### config.mk
export PLATFORM = sky130hd
export DESIGN_NAME = mac_feeder_flat
export DESIGN_NICKNAME = d
export VERILOG_FILES = /design/src/rtl/mac_feeder_if.sv /design/src/rtl/mac_feeder.sv /design/src/flat_wrapper.sv
export SDC_FILE = /design/constraint.sdc
export NUM_CORES = 1
export LEC_CHECK = 0
export CORE_MARGIN = 2
export CORE_UTILIZATION = 26
export CTS_CLUSTER_DIAMETER = 150
export CTS_CLUSTER_SIZE = 12
export DETAILED_ROUTE_END_ITERATION = 8
export DONT_BUFFER_PORTS = 1
export GPL_TIMING_DRIVEN = 0
export PLACE_DENSITY = 0.49
export SLEW_MARGIN = 20
export SYNTH_ARGS = -nofsm -noshare
export SYNTH_HDL_FRONTEND = slang
export SYNTH_SLANG_ARGS = --single-unit
### constraint.sdc
create_clock -name clk -period 5.4 [get_ports clk]
set_input_delay 0.54 -clock clk [delete_from_list [all_inputs] [get_ports clk]]
set_output_delay 0.54 -clock clk [all_outputs]
set_load 0.01 [all_outputs]
### src/rtl/mac_feeder_if.sv
// rtl/mac_feeder_if.sv - operand, MAC and result signal bundle for mac_feeder
//
// Purpose: groups the operand stream, the MAC operand/result bus and the
//          result stream into one interface.
// Signals:
//   in_valid/in_ready/in_a/in_b/in_last : operand-pair stream into the feeder
//   mac_a/mac_b/mac_clr_n               : operands and clear to the external MAC
//   mac_out                             : accumulated result from the MAC
//   res_valid/res_ready/res_data        : captured dot-product result stream
// Modports: slave = feeder side, master = surrounding environment.
interface mac_feeder_if;
  logic        in_valid;
  logic        in_ready;
  logic [31:0] in_a;
  logic [31:0] in_b;
  logic        in_last;
  logic [31:0] mac_a;
  logic [31:0] mac_b;
  logic        mac_clr_n;
  logic [31:0] mac_out;
  logic        res_valid;
  logic        res_ready;
  logic [31:0] res_data;

  modport slave (
    input  in_valid, in_a, in_b, in_last, mac_out, res_ready,
    output in_ready, mac_a, mac_b, mac_clr_n, res_valid, res_data
  );

  modport master (
    output in_valid, in_a, in_b, in_last, mac_out, res_ready,
    input  in_ready, mac_a, mac_b, mac_clr_n, res_valid, res_data
  );
endinterface

### src/rtl/mac_feeder.sv
// rtl/mac_feeder.sv - buffers an operand vector and streams it through an external MAC
//
// Purpose: collects up to DEPTH operand pairs, clears the MAC, streams the
//          pairs one per cycle, flushes the MAC pipeline with zeros and holds
//          the captured dot product until the consumer takes it.
// Ports:
//   clk, rst_n : clock, asynchronous active-low reset
//   bus        : mac_feeder_if.slave (operand stream, MAC bus, result stream)
//   busy       : high whenever the FSM is not in IDLE
//   overflow   : sticky, a vector was cut at DEPTH pairs
module mac_feeder #(
  parameter int DEPTH   = 8,
  parameter int MAC_LAT = 3,
  parameter int CLR_CYC = 1
) (
  input  logic         clk,
  input  logic         rst_n,
  mac_feeder_if.slave  bus,
  output logic         busy,
  output logic         overflow
);

  localparam int AW   = $clog2(DEPTH);
  localparam int IW   = AW + 1;
  localparam int CMAX = (CLR_CYC > MAC_LAT) ? CLR_CYC : MAC_LAT;
  localparam int CW   = $clog2(CMAX + 1);

  localparam logic [IW-1:0] DEPTH_W  = IW'(DEPTH);
  localparam logic [CW-1:0] CLR_LAST = CW'(CLR_CYC - 1);
  localparam logic [CW-1:0] LAT_LAST = CW'(MAC_LAT - 1);

  typedef enum logic [2:0] {IDLE, LOAD, CLEAR, STREAM, DRAIN, RESULT} state_t;

  state_t        state_q, state_d;
  logic [IW-1:0] count_q, count_d;
  logic [IW-1:0] idx_q, idx_d;
  logic [CW-1:0] cyc_q, cyc_d;
  logic [31:0]   mac_a_q, mac_a_d;
  logic [31:0]   mac_b_q, mac_b_d;
  logic          mac_clr_n_q, mac_clr_n_d;
  logic [31:0]   res_data_q, res_data_d;
  logic          in_ready_q, in_ready_d;
  logic          overflow_q, overflow_d;

  logic [31:0]   mem_a_q [DEPTH];
  logic [31:0]   mem_b_q [DEPTH];
  logic          wr_en;
  logic [AW-1:0] wr_addr;
  logic          xfer;

  // in_ready_q is only ever high in IDLE/LOAD, so it alone qualifies a beat.
  assign xfer = bus.in_valid && in_ready_q;

  always_comb begin
    state_d    = state_q;
    count_d    = count_q;
    idx_d      = idx_q;
    cyc_d      = cyc_q;
    overflow_d = overflow_q;
    res_data_d = res_data_q;
    wr_en      = 1'b0;
    wr_addr    = count_q[AW-1:0];

    case (state_q)
      IDLE: begin
        if (xfer) begin
          wr_en   = 1'b1;
          count_d = IW'(1);
          cyc_d   = '0;
          state_d = bus.in_last ? CLEAR : LOAD;
        end
      end
      LOAD: begin
        if (xfer) begin
          wr_en   = 1'b1;
          count_d = count_q + IW'(1);
          cyc_d   = '0;
          if (bus.in_last) begin
            state_d = CLEAR;
          end else if (count_d == DEPTH_W) begin
            // Buffer full with no in_last: cut the vector here, the
            // remaining beats start the next one.
            state_d    = CLEAR;
            overflow_d = 1'b1;
          end
        end
      end
      CLEAR: begin
        if (cyc_q == CLR_LAST) begin
          state_d = STREAM;
          idx_d   = '0;
        end else begin
          cyc_d = cyc_q + CW'(1);
        end
      end
      STREAM: begin
        if (idx_q == count_q - IW'(1)) begin
          state_d = DRAIN;
          cyc_d   = '0;
        end else begin
          idx_d = idx_q + IW'(1);
        end
      end
      DRAIN: begin
        if (cyc_q == LAT_LAST) begin
          state_d    = RESULT;
          res_data_d = bus.mac_out;
        end else begin
          cyc_d = cyc_q + CW'(1);
        end
      end
      RESULT: begin
        if (bus.res_ready) begin
          state_d = IDLE;
          count_d = '0;
        end
      end
      default: state_d = IDLE;
    endcase

    // Registered outputs are computed from the next state so they line up
    // with the state the FSM is in during the same cycle.
    in_ready_d  = (state_d == IDLE) || (state_d == LOAD);
    mac_clr_n_d = (state_d != CLEAR);
    mac_a_d     = (state_d == STREAM) ? mem_a_q[idx_d[AW-1:0]] : 32'h0;
    mac_b_d     = (state_d == STREAM) ? mem_b_q[idx_d[AW-1:0]] : 32'h0;
  end

  always_ff @(posedge clk or negedge rst_n) begin
    if (!rst_n) begin
      state_q     <= IDLE;
      count_q     <= '0;
      idx_q       <= '0;
      cyc_q       <= '0;
      mac_a_q     <= 32'h0;
      mac_b_q     <= 32'h0;
      mac_clr_n_q <= 1'b1;
      res_data_q  <= 32'h0;
      in_ready_q  <= 1'b0;
      overflow_q  <= 1'b0;
    end else begin
      state_q     <= state_d;
      count_q     <= count_d;
      idx_q       <= idx_d;
      cyc_q       <= cyc_d;
      mac_a_q     <= mac_a_d;
      mac_b_q     <= mac_b_d;
      mac_clr_n_q <= mac_clr_n_d;
      res_data_q  <= res_data_d;
      in_ready_q  <= in_ready_d;
      overflow_q  <= overflow_d;
    end
  end

  // Pair storage needs no reset: count_q governs which entries are live.
  always_ff @(posedge clk) begin
    if (wr_en) begin
      mem_a_q[wr_addr] <= bus.in_a;
      mem_b_q[wr_addr] <= bus.in_b;
    end
  end

  assign bus.in_ready  = in_ready_q;
  assign bus.mac_a     = mac_a_q;
  assign bus.mac_b     = mac_b_q;
  assign bus.mac_clr_n = mac_clr_n_q;
  assign bus.res_valid = (state_q == RESULT);
  assign bus.res_data  = res_data_q;
  assign busy          = (state_q != IDLE);
  assign overflow      = overflow_q;

endmodule

### src/flat_wrapper.sv
// flat-port wrapper written by rule: the top's interface ports become plain ports
module mac_feeder_flat 
#(
  parameter int DEPTH   = 8,
  parameter int MAC_LAT = 3,
  parameter int CLR_CYC = 1
)
  (clk, rst_n, busy, overflow, bus_in_valid, bus_in_a, bus_in_b, bus_in_last, bus_mac_out, bus_res_ready, bus_in_ready, bus_mac_a, bus_mac_b, bus_mac_clr_n, bus_res_valid, bus_res_data);
  mac_feeder_if bus_i ();
  input  logic clk;
  input  logic rst_n;
  output logic busy;
  output logic overflow;
  input wire logic [$bits(bus_i.in_valid)-1:0] bus_in_valid;
  input wire logic [$bits(bus_i.in_a)-1:0] bus_in_a;
  input wire logic [$bits(bus_i.in_b)-1:0] bus_in_b;
  input wire logic [$bits(bus_i.in_last)-1:0] bus_in_last;
  input wire logic [$bits(bus_i.mac_out)-1:0] bus_mac_out;
  input wire logic [$bits(bus_i.res_ready)-1:0] bus_res_ready;
  output wire logic [$bits(bus_i.in_ready)-1:0] bus_in_ready;
  output wire logic [$bits(bus_i.mac_a)-1:0] bus_mac_a;
  output wire logic [$bits(bus_i.mac_b)-1:0] bus_mac_b;
  output wire logic [$bits(bus_i.mac_clr_n)-1:0] bus_mac_clr_n;
  output wire logic [$bits(bus_i.res_valid)-1:0] bus_res_valid;
  output wire logic [$bits(bus_i.res_data)-1:0] bus_res_data;
  assign bus_i.in_valid = bus_in_valid;
  assign bus_i.in_a = bus_in_a;
  assign bus_i.in_b = bus_in_b;
  assign bus_i.in_last = bus_in_last;
  assign bus_i.mac_out = bus_mac_out;
  assign bus_i.res_ready = bus_res_ready;
  assign bus_in_ready = bus_i.in_ready;
  assign bus_mac_a = bus_i.mac_a;
  assign bus_mac_b = bus_i.mac_b;
  assign bus_mac_clr_n = bus_i.mac_clr_n;
  assign bus_res_valid = bus_i.res_valid;
  assign bus_res_data = bus_i.res_data;
  mac_feeder #(.DEPTH(DEPTH), .MAC_LAT(MAC_LAT), .CLR_CYC(CLR_CYC)) u_core (.clk(clk), .rst_n(rst_n), .bus(bus_i), .busy(busy), .overflow(overflow));
endmodule
; Word-level counts from Yosys, hierarchy flattened
; Memory sizes are Yosys's and may differ from the RTL's.
; Cells that the tools add are included.
[totals]
mem_bits_rw = 512
mem_count = 2
register_bits = 112
[classes]
bitwise_logic = 1
muxes = 28
n_reduce_logical = 15
eq_ne = 20
n_addsub = 4
[memory_table]
columns = memory, depth, word_bits, rd, rd_clocked_by_memory_dff, write_ports, line
row1 = u_core.mem_a_q, 8, 32, 1, 0, 1, mac_feeder.sv:45  ; logic [31:0] mem_a_q [DEPTH];
row2 = u_core.mem_b_q, 8, 32, 1, 0, 1, mac_feeder.sv:46  ; logic [31:0] mem_b_q [DEPTH];
[op_table]
columns = operator, n
row1 = $mux W32, 2
row2 = $mux W3, 8
row3 = $mux W4, 5
row4 = $pmux W3 S6, 1
row5 = $pmux W4 S3, 1
row6 = $mux W2, 5
row7 = $ne A2 B1 Y1 const B, 5
row8 = $eq A3 B2 Y1 const B, 3
row9 = $add A4 B1 Y4 const B, 2
row10 = $ne A2 B2 Y1 const B, 4
row11 = $pmux W2 S4, 1
row12 = $pmux W4 S2, 1
row13 = $reduce_and A4 Y1, 2
row14 = $eq A3 B1 Y1 const B, 2
row15 = $eq A3 B3 Y1 const B, 2
row16 = $logic_not A3 Y1, 2
row17 = $reduce_bool A3 Y1, 2
row18 = $reduce_and A5 Y1, 1
row19 = $eq A4 B4 Y1, 1
row20 = $eq A4 B4 Y1 const B, 1
row21 = $mux W1, 4
row22 = $reduce_bool A4 Y1, 1
row23 = $sub A4 B1 Y4 const B, 1
row24 = $ne A3 B2 Y1 const B, 1
row25 = 10 further kinds, 10

; Longest topological paths before layout
[logic_depth]
depth_word = 8
mapped_depth = 12
mapped_depth_nobuf = 8

; Least setup slack after synthesis
; No wires, ideal clock.
[synth_path]
kind = input-to-reg
from = input port bus_in_valid
to = memory u_core.mem_a_q[1][0] (enable)
slack_ns = -0.568
path_buffers = 0
required_time_ns = 4.835
arrival_ns = 5.403
path_stages = 4
cell_sequence = nand2_1 nor3_1 nand2_1 nor3_1
[synth_between]
elab_chain_len = 5
[synth_lines]
columns = element, line
row1 = "start, declared", flat_wrapper.sv:14  ; input wire logic [$bits(bus_i.in_valid)-1:0] bus_in_valid;
row2 = $logic_and A1 B1 Y1, mac_feeder.sv:52  ; assign xfer = bus.in_valid && in_ready_q;
row3 = $mux W1, "mac_feeder.sv:66, mac_feeder.sv:74"
row4 = $mux W1, -
row5 = $mux W1, mac_feeder.sv:157  ; if (wr_en) begin
row6 = $mux W1 (not written as such), mac_feeder.sv:158  ; mem_a_q[wr_addr] <= bus.in_a;
row7 = "end, declared", mac_feeder.sv:45
; Every way passes these cells.

; Final worst setup path
[layout_path]
from = register u_core.count_q[0]
to = register u_core.mac_a_q[30], in the netlist u_core.bus.mac_a[30]
[layout_between]
elab_chain_len = 8
[layout_lines]
columns = element, line
row1 = "start, declared", mac_feeder.sv:35  ; logic [IW-1:0] count_q, count_d;
row2 = "start signal, assigned", mac_feeder.sv:143  ; count_q <= count_d;
row3 = $add A4 B1 Y4, mac_feeder.sv:76  ; count_d = count_q + IW'(1);
row4 = $eq A4 B4 Y1, mac_feeder.sv:80  ; end else if (count_d == DEPTH_W) begin
row5 = $mux W3, mac_feeder.sv:80
row6 = $mux W3, mac_feeder.sv:78  ; if (bus.in_last) begin
row7 = $mux W3, mac_feeder.sv:74  ; if (xfer) begin
row8 = $pmux W3 S6, mac_feeder.sv:64  ; case (state_q)
row9 = $eq A3 B2 Y1, mac_feeder.sv:125  ; mac_a_d = (state_d == STREAM) ? mem_a_q[idx_d[AW-1:0]] : 32'h0;
row10 = $mux W32 *, mac_feeder.sv:125
row11 = named net u_core.mac_a_d[30], mac_feeder.sv:38  ; logic [31:0] mac_a_q, mac_a_d;
row12 = "end signal, assigned", mac_feeder.sv:146  ; mac_a_q <= mac_a_d;
row13 = "end, declared", mac_feeder.sv:38
; The timed path passes the listed nets; every way through them passes the cells marked *. The select of a mux whose other input is x is not followed.
; A chain may end at the register's enable or synchronous reset.

==> results.sh <==
export IMPL_status="complete, no violations"
export IMPL_synth_top_family_by_area="compound AO/OA/AOI/OAI gates"
export IMPL_ant_nets=0
export IMPL_synth_area_leaders="edfxtp_1 (58%), dfrtp_1 (11%), a21oi_1 (5.0%)"
export IMPL_tns_ns=0
export IMPL_synth_edf_count=512
export IMPL_io_pins=202
export IMPL_fin_skew_ns=0.0267
export IMPL_cts_sinks=624
export IMPL_drtIter0Drc=2034
export IMPL_grt_max_degree=113
export IMPL_final_max_slew_violation_count=0
export IMPL_final_area_mm2=0.0311
export IMPL_slew_headroom_pct=15.6
export IMPL_place_congestion=0.793
export IMPL_yosys_area_share_simple_pct=9.55
export IMPL_hold_viol=0
export IMPL_cts_made_buffers=57
export IMPL_path_buf_inv=5
export IMPL_critPathKind="reg2reg"
export IMPL_crit_fanout=10
export IMPL_rsz0062_at_grt="false"
export IMPL_worstMarginPinSlew_ns=1.27
export IMPL_yosysMostFrequentCell="edfxtp_1"
export IMPL_finalNonFillerCells=3676
export IMPL_startpoint="u_core.count_q[0]$_DFFE_PN0P_"
export IMPL_io_buffers=0
export IMPL_antenna_found_initial=12
export IMPL_whs_ns=0.0452
export IMPL_worstPathRequired_ns=5.86
export IMPL_wl_um=86500
export IMPL_rows=116
export IMPL_grt_use_total_pct=16.2
export IMPL_cp_start_kind="register"
export IMPL_muxShareOfSynthArea_pct=3.98
export IMPL_vias=19000
export IMPL_synth_compound_area_share_pct=14.2
export IMPL_cts_tree="done"
export IMPL_crit_slowest_cell="o2111ai_1"
export IMPL_post_synth_inst_count=2116
export IMPL_power_density_mw_per_mm2=603
export IMPL_via_per_inst=5.17
export IMPL_ys_seq_area_share_pct=68.8
export IMPL_yosysUniqueCellTypes=53
export IMPL_synthToLayoutAreaGrowth_pct=17.7
export IMPL_synth_top_area_cell="edfxtp_1"
export IMPL_core_mm2=0.100
export IMPL_fin_crit_sh_pct=78.4
export IMPL_clock_latency_ns=0.65
export IMPL_hold_class="in2reg"
export IMPL_grt_pass1_vias=18900
export IMPL_syn_num_nets=2222
export IMPL_clockRootBuffer="clkbuf_16"
export IMPL_synth_seq_cells=624
export IMPL_synth_top_area_share_pct=58.2
export IMPL_power_static_leakage_nw=10.4
export IMPL_die_width_um=323
export IMPL_synthTopCellsByCount="edfxtp_1 (512), nand2_1 (270), a21oi_1 (262)"
export IMPL_setup_viol=0
export IMPL_synth_warnings=0
export IMPL_path_cells="buf_2 -> inv_1 -> ha_1 -> xnor3_1 -> nand3_1 -> or2_0 -> buf_2 -> buf_2 -> nand4_2 -> clkbuf_1 -> o2111ai_1"
export IMPL_async_reset_ff_share_pct=17.9
export IMPL_firstDrtPassIters=5
export IMPL_timing_rr_start="u_core.count_q[0]$_DFFE_PN0P_"
export IMPL_crit_top_cell="buf_2"
export IMPL_clkTransAtPathRegs_ns=0.08
export IMPL_synth_xor_area_share_pct=0.284
export IMPL_synth_ff_type="edfxtp_1"
export IMPL_arrival_ns=4.70
export IMPL_drc=0
export IMPL_synthAdderAreaFrac_pct=0.237
export IMPL_htreeDepth=2
export IMPL_grt_overflow=0
export IMPL_die_area_mm2=0.104
export IMPL_worstHoldStart="bus_mac_out[21]"
export IMPL_nNetsFinal=2376
export IMPL_fp_dieH_um=323
export IMPL_fmax_mhz=236
export IMPL_dp_cells=3501
export IMPL_start_util_pct=26.3
export IMPL_period_needed_ns=4.24
export IMPL_setup_ws_ns=1.16
export IMPL_syn_area_mm2=0.0264
export IMPL_dp_slack_ns=1.26
export IMPL_vdd_drop_max_mv=0.462
export IMPL_grt_first_pass_wirelength_um=126000
export IMPL_drive_above_1_share_pct=7.47
export IMPL_avgRoutedWirePerCell_um=23.5
export IMPL_drv_cap=0
export IMPL_hpwlAfterDp_um=57500
export IMPL_cp_end_kind="register"
export IMPL_syn_avg_cell_area_um2=12.5
export IMPL_slowest_delay_ns=0.73
export IMPL_clockBufferDepth=3
export IMPL_placed_area_mm2=0.0288
export IMPL_critical_path_top_delay_family="buffers and inverters"
cell families after synthesis:
kind of cell	Yosys count
compound gates	672
xor+xnor	7
fa+ha+maj	5
buf+inv	190
flops	624
mux	101
simple gates	517
per-layer routing:
layer / track usage (%) / part of all wire, %
met4: 4.59 / 2.4
met3: 3.26 / 7.7
met2: 27.2 / 49
met1: 21.1 / 41
met5: 0 / 0.11
registers in the layout (all words and copies together) (netlist names):
signal	flops
u_core.cyc_q	2
u_core.overflow	1
u_core.bus.mac_b	32
u_core.state_q	3
u_core.mem_a_q	256
u_core.idx_q	4
u_core.count_q	4
u_core.bus.mac_clr_n	1
u_core.mem_b_q	256
u_core.bus.in_ready	1
u_core.bus.mac_a	32
u_core.bus.res_data	32
report_power, final:
group / switching [mW] / total (mW) / internal (mW)
Sequential: 0.344 / 6.08 / 5.74
Clock: 1.82 / 3.85 / 2.03
Combinational: 6.41 / 8.83 / 2.42
placed cells by master, fill, tap and decap left out, types with 5 or more instances in the layout:
| cell | count |
|---|---|
| nand2_1 | 270 |
| o21ai_0 | 251 |
| nor2_1 | 14 |
| and4_1 | 65 |
| mux2_2 | 33 |
| inv_1 | 7 |
| ha_1 | 5 |
| dfrtp_1 | 111 |
| clkbuf_1 | 192 |
| a21oi_1 | 262 |
| nor2_4 | 6 |
| a31oi_1 | 64 |
| o2111ai_1 | 64 |
| nor3_1 | 5 |
| mux2i_1 | 68 |
| edfxtp_1 | 512 |
| buf_2 | 28 |
| buf_8 | 10 |
| o21ai_1 | 14 |
| nand2b_1 | 6 |
| clkbuf_16 | 59 |
| buf_12 | 11 |
| dlygate4sd3_1 | 66 |
| nand3_1 | 131 |
| buf_16 | 8 |
stage by stage:
| step | total power, mW | util, % |
|---|---|---|
| 6_report | 18.8 | 31.0 |
| 5_1_grt | 19.8 | 31.0 |
| 4_1_cts | 18.8 | 31.0 |
| 3_5_place_dp | 14.8 | 28.6 |
| 3_3_place_gp | 14.6 | 28.0 |
| 2_1_floorplan | 11.3 | - |
path summary, 6_finish.rpt:
check                                                      end  cells past startpoint  slack (ns)
setup reg to reg                u_core.bus.mac_a[30]$_DFF_PN0_                     11        1.16
hold / removal             u_core.bus.res_data[21]$_DFFE_PN0P_                      1        0.05
hold reg to reg                  u_core.bus.mac_b[5]$_DFF_PN0_                      2        0.52
max in group asynchronous       u_core.bus.mac_a[13]$_DFF_PN0_                      2        4.35
min in group asynchronous        u_core.count_q[0]$_DFFE_PN0P_                      2        0.55
setup / recovery                u_core.bus.mac_a[30]$_DFF_PN0_                     11        1.16
worst register-to-register path, cell delays in order (launching register included):
cell       delay (ns)
dfrtp_1          0.35
buf_2            0.22
inv_1            0.12
ha_1             0.21
xnor3_1          0.35
nand3_1          0.16
or2_0            0.13
buf_2            0.32
buf_2            0.44
nand4_2          0.53
clkbuf_1         0.46
o2111ai_1        0.73
what timing repair did:
item	CTS	global route
resized for setup	0	0
hold endpoints to repair	625	0
hold buffers	67	0
setup buffers	0	0
endpoints found under the setup margin	0	0
area by class of cell:
cell class              count  area (um2)
repair buffers             95        1250
fillers                 10100       69300
clock buffers             104        1650
clock inverters             1        8.76
plain buffers             183         763
diodes                      3        7.51
well taps                1357        1700
multi-input cells        1302        7520
inverters                   7        26.3
flip-flops and latches    624       18200
(Power assumes the default switching activity.)
==> RTL edit (same settings) <==
Take the reset off `res_data_q` and load it in a clocked block of its own.
--- a/src/rtl/mac_feeder.sv
+++ b/src/rtl/mac_feeder.sv
@@ -135,7 +135,6 @@
       mac_a_q     <= 32'h0;
       mac_b_q     <= 32'h0;
       mac_clr_n_q <= 1'b1;
-      res_data_q  <= 32'h0;
       in_ready_q  <= 1'b0;
       overflow_q  <= 1'b0;
     end else begin
@@ -146,10 +145,13 @@
       mac_a_q     <= mac_a_d;
       mac_b_q     <= mac_b_d;
       mac_clr_n_q <= mac_clr_n_d;
-      res_data_q  <= res_data_d;
       in_ready_q  <= in_ready_d;
       overflow_q  <= overflow_d;
     end
+  end
+
+  always_ff @(posedge clk) begin
+    res_data_q <= res_data_d;
   end
 
   // Pair storage needs no reset: count_q governs which entries are live.
Function: no difference found for any inputs over 4 cycles, from zero or initial values and one cycle with rst_n low; that may be too few to reach the edited logic, so the function may still have changed.
==> RTL edit against the original RTL <==
Design area increased by 0.95%. Die area decreased by 0.32%. Worst setup slack got worse by 0.0016 ns. Total power decreased by 4.2%. Synthesized area decreased by 0.33%. Final cell count increased by 0.16%. Routed wire length increased by 0.91%. Sequential cell count unchanged. Global-route usage increased by 0.20 points. Largest power group unchanged.
==> RTL edit: results <==
[outcome]
status = "finished, final reports clean"

[route]
drt_wl_total_um = 87300
via_count = 18800
drt_iter0_markers = 2202
first_pass_iters = 6

[clock_tree]
cts-buffers-inserted = 57
clockBufferDepth = 3
post_cts_buffers = 0
cts_root_buffer = "clkbuf_16"

[timing]
tightest_slew_ns = 1.12
finClkSkew_ns = 0.0343

[placed_design]
port_buffers = 0
placed_area_um2 = 28700
gp_congestion = 0.806
dp_hpwl_um = 58100

[synthesis]
synth-async-reset-ratio = 0.128
yosys.cell_types.count = 56
netlist_top_cells_area = "edfxtp_1 62%, dfrtp_1 7.5%, a21oi_1 5.0%"
synth_commonest_cells = "544 x edfxtp_1, 269 x nand2_1, 263 x a21oi_1"
synth_edf_count = 544
ys_warn_count = 0
postSynthNetCount = 2188
synth.yosys.seq_area_share = 0.696

[pwr]
ir_drop_uv = 342
leakagePower_nw = 10.3

[worst_setup_path]
cp.arrival_ns = 4.62
slowest_delay_ns = 0.66
critPathMaxFanout = 10
crit_slowest_cell = "nor2_4"

[grt]
groute.usage.overall = 0.164
grt_max_degree = 81
grt_pass1_wl_um = 127000
antenna_found_initial = 14

[finish]
drive_gt1_frac = 0.0685
layout.nets = 2379
largestRegisters = "u_core.mem_a_q (256), u_core.mem_b_q (256)"
fillerInstances = 9966
RTL edit: cell types whose count changed in the layout (fill, tap and decap cells not counted), moves of 32 or more:
| cell | unedited run | this run |
|---|---|---|
| dfrtp_1 | 111 | 79 |
| o21ai_1 | 14 | 56 |
| mux2_2 | 33 | 1 |
| edfxtp_1 | 512 | 544 |
| nor4bb_1 | 0 | 64 |
| o21ai_0 | 251 | 211 |
| dlygate4sd3_1 | 66 | 98 |
| and4_1 | 65 | 0 |
RTL edit: final cells by class:
class,count,area [µm²],area share
multi-input combinational,1271,7250,0.231
sequential,624,18300,0.584
buffer,180,803,0.0256
clock inverter,3,37.5,0.00120
tap,1357,1700,0.0541
timing repair buffer,132,1630,0.0518
antenna,3,7.51,0.000239
clock buffer,105,1610,0.0512
inverter,7,26.3,0.000837
RTL edit: path summary, 6_finish.rpt:
check	start	to	slack, ns	cells past startpoint
hold / removal	bus_res_ready	u_core.state_q[2]	0.15	2
setup reg to reg	u_core.count_q[0]	u_core.bus.mac_a[11]	1.16	11
min in group asynchronous	rst_n	u_core.state_q[0]	0.50	2
max in group asynchronous	rst_n	u_core.bus.mac_b[21]	4.50	2
hold reg to reg	u_core.mem_b_q[7][3]	u_core.bus.mac_b[3]	0.50	2
setup / recovery	u_core.count_q[0]	u_core.bus.mac_a[11]	1.16	11
RTL edit: per-stage QoR:
step                      TNS, ns  instances  utilization  hold slack [ns]  worst slack (ns)
after floorplan                 0       2082            -            0.244              1.16
after global placement    -797.87       3439        0.280            0.254             -2.17
after detailed placement        0       3471        0.286            0.255              1.26
after CTS                       0       3678        0.313            0.103              1.23
after global routing            0       3682        0.313            0.116              1.01
final                           0       3682        0.313            0.146              1.16
RTL edit: worst max-delay path: cells and delay by family, from the launching register on:
kind	cells	cell delay, ns
buf+inv	4	1.14
simple gates	3	1.14
compound gates	2	0.73
flops	1	0.36
xor+xnor	1	0.36
fa+ha+maj	1	0.21
RTL edit: per-layer routing:
layer	global-route usage	vias up	share of wire
met4	0.0595	18	0.036
met1	0.209	9461	0.41
met3	0.0371	164	0.076
met2	0.273	872	0.48
li1	-	8323	-
met5	0	-	0.0013
RTL edit: what timing repair did:
item | CTS | global route
hold buffers | 99 | 0
hold endpoints to repair | 625 | 0
gates resized for setup | 0 | 0
RTL edit: cell families after synthesis:
group	Yosys count	share of synthesized area
DFF	624	0.696
buffers and inverters	187	0.0313
AOI/OAI and AO/OA	673	0.142
adders and majority gates	5	0.00238
muxes	69	0.0263
and+or+nand+nor	517	0.0988
xor gates and xnor gates	7	0.00285
RTL edit: report_power, final:
group	switching [mW]	total [mW]	internal [mW]
clock network	1.83	3.82	2.00
logic	5.94	8.31	2.37
registers	0.212	5.85	5.63
